## src/rtl/riscv_pkg.sv

```systemverilog
// Shared constants for the 64-bit pipelined RISC-V core.
// Covers the datapath width, the canonical NOP and the major opcodes used by decode.
package riscv_pkg;

  localparam int unsigned XLEN = 64;

  // addi x0, x0, 0
  localparam logic [31:0] INSTR_NOP = 32'h0000_0013;

  typedef enum logic [6:0] {
    OPC_R      = 7'b0110011,
    OPC_I      = 7'b0010011,
    OPC_LOAD   = 7'b0000011,
    OPC_STORE  = 7'b0100011,
    OPC_BRANCH = 7'b1100011
  } opcode_e;

endpackage

```

## src/rtl/if_id_reg.sv

```systemverilog
// IF/ID pipeline register with hold and squash controls.
// Priority is reset, then squash, then hold, then load.
module if_id_reg
  import riscv_pkg::*;
(
  input  logic            clk,
  input  logic            rst,
  input  logic            hold,
  input  logic            squash,
  input  logic [31:0]     d_instr,
  input  logic [XLEN-1:0] d_pc,
  input  logic            d_valid,
  output logic [31:0]     q_instr,
  output logic [XLEN-1:0] q_pc,
  output logic            q_valid
);

  // Squash beats hold so that a wrong-path instruction is never kept.
  always_ff @(posedge clk) begin
    // NOTE: sequential state uses non-blocking assignments so every register samples pre-edge values.
    if (rst || squash) begin
      q_instr <= INSTR_NOP;
      q_pc    <= '0;
      q_valid <= 1'b0;
    end else if (!hold) begin
      q_instr <= d_instr;
      q_pc    <= d_pc;
      q_valid <= d_valid;
    end
  end

endmodule

```

## src/rtl/fetch_unit.sv

```systemverilog
// Instruction-fetch stage: owns the PC, reads instruction memory and feeds IF/ID.
// Handles stall, flush/redirect and end-of-program halt.
module fetch_unit
  import riscv_pkg::*;
#(
  parameter int unsigned     IMEM_DEPTH = 64,
  parameter logic [XLEN-1:0] RESET_PC   = 64'h0
) (
  input  logic            clk,
  input  logic            rst,
  input  logic            stall,
  input  logic            flush,
  input  logic [XLEN-1:0] branch_target,
  output logic [XLEN-1:0] imem_addr,
  input  logic [31:0]     imem_rdata,
  output logic [31:0]     if_id_instr,
  output logic [XLEN-1:0] if_id_pc,
  output logic            if_id_valid,
  output logic            halted,
  output logic [31:0]     fetch_count
);

  localparam logic [XLEN-1:0] PC_LIMIT = XLEN'(IMEM_DEPTH) * XLEN'(4);

  logic [XLEN-1:0] pc;
  logic            end_of_prog;
  logic            fetch_ok;
  logic [31:0]     d_instr;

  assign imem_addr   = pc;
  assign end_of_prog = (imem_rdata == 32'h0) || (pc >= PC_LIMIT);
  assign fetch_ok    = !halted && !end_of_prog;
  assign d_instr     = fetch_ok ? imem_rdata : INSTR_NOP;

  always_ff @(posedge clk) begin
    if (rst) begin
      pc          <= RESET_PC;
      halted      <= 1'b0;
      fetch_count <= '0;
    end else if (flush) begin
      // Redirect also cancels a halt reached on the wrong path.
      pc     <= {branch_target[XLEN-1:2], 2'b00};
      halted <= 1'b0;
    end else if (!stall && !halted) begin
      if (end_of_prog) begin
        halted <= 1'b1;
      end else begin
        pc          <= pc + XLEN'(4);
        fetch_count <= fetch_count + 32'd1;
      end
    end
  end

  if_id_reg u_if_id_reg (
    .clk     (clk),
    .rst     (rst),
    .hold    (stall),
    .squash  (flush),
    .d_instr (d_instr),
    .d_pc    (pc),
    .d_valid (fetch_ok),
    .q_instr (if_id_instr),
    .q_pc    (if_id_pc),
    .q_valid (if_id_valid)
  );

endmodule
```

## config.mk

```make
export PLATFORM = sky130hd
export DESIGN_NAME = fetch_unit
export DESIGN_NICKNAME = d
export VERILOG_FILES = /design/src/rtl/riscv_pkg.sv /design/src/rtl/if_id_reg.sv /design/src/rtl/fetch_unit.sv
export SDC_FILE = /design/constraint.sdc
export NUM_CORES = 1
export LEC_CHECK = 0
export CORE_AREA = 2 2 134 136
export DETAILED_ROUTE_END_ITERATION = 7
export DIE_AREA = 0 0 136 138
export PLACE_DENSITY = 0.87
export SLEW_MARGIN = 20
export SYNTH_ARGS = -nofsm -noshare
export SYNTH_HDL_FRONTEND = slang
export SYNTH_SLANG_ARGS = --single-unit
```

## constraint.sdc

```tcl
create_clock -name clk -period 3.42 [get_ports clk]
set_input_delay 0.684 -clock clk [delete_from_list [all_inputs] [get_ports clk]]
set_output_delay 0.684 -clock clk [all_outputs]
set_load 0.02 [all_outputs]
```

==> results.sh <==
export IMPL_outcome="finished clean"
export IMPL_root_buffer="clkbuf_16"
export IMPL_nNetsFinal=1167
export IMPL_coreArea_mm2=0.0175
export IMPL_die_width_um=136
export IMPL_fin_skew_ns=0.0102
export IMPL_tns_ns=0
export IMPL_clk_path_buf_depth=2
export IMPL_ant_nets=0
export IMPL_synth_cell_area_mm2=0.00751
export IMPL_synth_area_leaders="dfxtp_1 51%, mux2i_1 16%, nor2_1 7.4%, nor4_1 3.4%, nand3b_1 2.9%"
export IMPL_irDropWorstVdd_v=0.000328
export IMPL_worstPathRequired_ns=3.77
export IMPL_drtIter0Drc=273
export IMPL_initial_core_util_pct=42.8
export IMPL_clkTransAtPathRegs_ns=0.08
export IMPL_gp_congestion=0.827
export IMPL_cts_buffers=17
export IMPL_vias=6813
export IMPL_arrival_ns=3.30
export IMPL_crit_start="imem_addr[40]"
export IMPL_cts_resized=0
export IMPL_hold_viol=0
export IMPL_cp_start_kind="flip-flop"
export IMPL_synth_top_area_cell="dfxtp_1"
export IMPL_hpwl_um=15700
export IMPL_synth_top_cell_area_share_pct=50.7
export IMPL_placementRows=49
export IMPL_clk_latency_ns=0.42
export IMPL_grt_setup_unrepaired="no"
export IMPL_vias_per_cell=5.22
export IMPL_syn_avg_cell_area_um2=9.38
export IMPL_hp_start="u_if_id_reg.q_instr[15]"
export IMPL_grt_pass1_vias=6571
export IMPL_finalSetupViolations=0
export IMPL_antenna_cells=0
export IMPL_ys_seq_area_share_pct=50.7
export IMPL_grt_pass1_wl_um=34500
export IMPL_dieArea_mm2=0.0188
export IMPL_relSlewSlack_pct=48.7
export IMPL_yosys_warnings=0
export IMPL_maxSlewViolCount=0
export IMPL_io_buffer_count=287
export IMPL_die_y_um=138
export IMPL_hold_path_class="flip-flop to flip-flop"
export IMPL_cap_viol_max_count=0
export IMPL_dr_pass1_iters=4
export IMPL_grt_max_degree=75
export IMPL_yosysMostFrequentCell="dfxtp_1"
export IMPL_io_pins=294
export IMPL_synthTopCellsByCount="190 x dfxtp_1, 147 x nor2_1, 117 x mux2i_1"
export IMPL_antenna_found_initial=1
export IMPL_power_leakage_nw=4.13
export IMPL_synth_edf_count=0
export IMPL_timing_hold_ws_ns=0.461
export IMPL_drcViolationCount=0
export IMPL_cts_sinks=190
export IMPL_end_kind="flip-flop"
export IMPL_wl_per_cell_um=16.9
export IMPL_critPathMaxFanout=10
export IMPL_syn_inst=800
export IMPL_tritoncts="yes"
export IMPL_synthToLayoutAreaGrowth_pct=48.4
export IMPL_post_cts_buffers=0
export IMPL_regToRegStartpoint="imem_addr[40]"
export IMPL_layout_drive_gt1_share_pct=4.83
export IMPL_ys_types=37
export IMPL_grt_overflow=0
export IMPL_cts_htree_levels=4
export IMPL_synth_flop_cell="dfxtp_1"
export IMPL_ctsHoldBuffers=0
export IMPL_async_reset_ff_share_pct=0
export IMPL_fmax_mhz=339
export IMPL_powerDensity_mw_per_mm2=438
export IMPL_synth_seq_cells=190
export IMPL_drt_wl_total_um=22000
export IMPL_tightest_slew_ns=0.770
export IMPL_grt_usage_pct=23.0
export IMPL_finalCritPeriodShare_pct=86.3
export IMPL_critPathKind="flip-flop to flip-flop"
export IMPL_fin_crit_ns=2.95
[metal layers]
layer	GRT usage, %	up-vias	part of all wire [%]
met5	0	-	0.059
met4	9.05	2	2.6
met2	38.9	277	48
li1	-	3282	-
met3	8.25	41	9.6
met1	26.3	3211	39
[report_power, final]
part           leakage [nW]  internal [mW]  switching (mW)
logic                  2.30          0.290           0.273
registers              1.55           2.27          0.0633
clock network         0.283           1.06           0.921
[registers in the layout (all words and copies together), names as in the netlist]
name,cells
fetch_count,32
halted,1
imem_addr,62
u_if_id_reg.q_instr,32
u_if_id_reg.q_pc,62
u_if_id_reg.q_valid,1
[through the flow]
stage | instance area, um^2 | std cells | setup WS, ns | utilization [%] | power [mW]
after floorplan | 7520 | 803 | 0.861 | - | 2.64
after global placement | 10500 | 1274 | 0.311 | 60.1 | 2.94
after detailed placement | 10600 | 1274 | 0.306 | 60.2 | 2.95
after CTS | 11100 | 1306 | 0.401 | 63.5 | 4.93
after global routing | 11100 | 1306 | 0.324 | 63.5 | 5.06
final | 11100 | 1306 | 0.469 | 63.5 | 4.88
[final timing paths]
check	endpoint	slack, ns	depth (start not counted)
setup reg to reg	fetch_count[3]	0.47	6
setup / recovery	fetch_count[3]	0.47	6
hold reg to reg	u_if_id_reg.q_instr[15]	0.46	2
hold / removal	u_if_id_reg.q_instr[15]	0.46	2
[worst max-delay path, stage by stage (launching register included)]
cell,delay (ns)
dfxtp_1,0.34
nor4_1,0.39
nand4_1,0.19
or4_1,0.80
or4_4,0.64
or3_1,0.38
a21oi_1,0.14
[placed cells by master, fill, tap and decap left out, types with 4 or more instances in the layout]
cell and count:
nor3_1 14, and4_1 4, o21ai_1 4, buf_4 16, conb_1 4, mux2i_1 117, nor2b_1 6, nand4_1 12
inv_8 4, dfxtp_1 190, clkdlybuf4s50_1 284, xnor2_1 24, nand3b_1 29, inv_1 11, nand3_1 14, inv_6 5
xor2_1 5, o21a_1 5, o31ai_1 4, nor4_1 41, clkbuf_16 17, nor2_1 146, nand2_1 43, a21oi_1 43
or4_1 5
[logic make-up after synthesis]
| logic type | share of synthesized area, % |
|---|---|
| and+or+nand+nor | 21.5 |
| buffers and inverters | 3.82 |
| other | 0.0500 |
| muxes | 15.6 |
| adders and majority gates | 0.500 |
| AOI/OAI and AO/OA | 4.45 |
| DFF | 50.7 |
| xor gates and xnor gates | 3.38 |
[layout make-up]
type | count | area [um^2]
multi-input cells | 543 | 3440
repair buffers | 301 | 2980
clock inverters | 13 | 143
inverters | 11 | 41.3
clock buffers | 19 | 443
fillers | 1438 | 6400
flip-flops and latches | 190 | 3800
well taps | 229 | 287
Note: power is estimated with default switching activity, not from simulation.
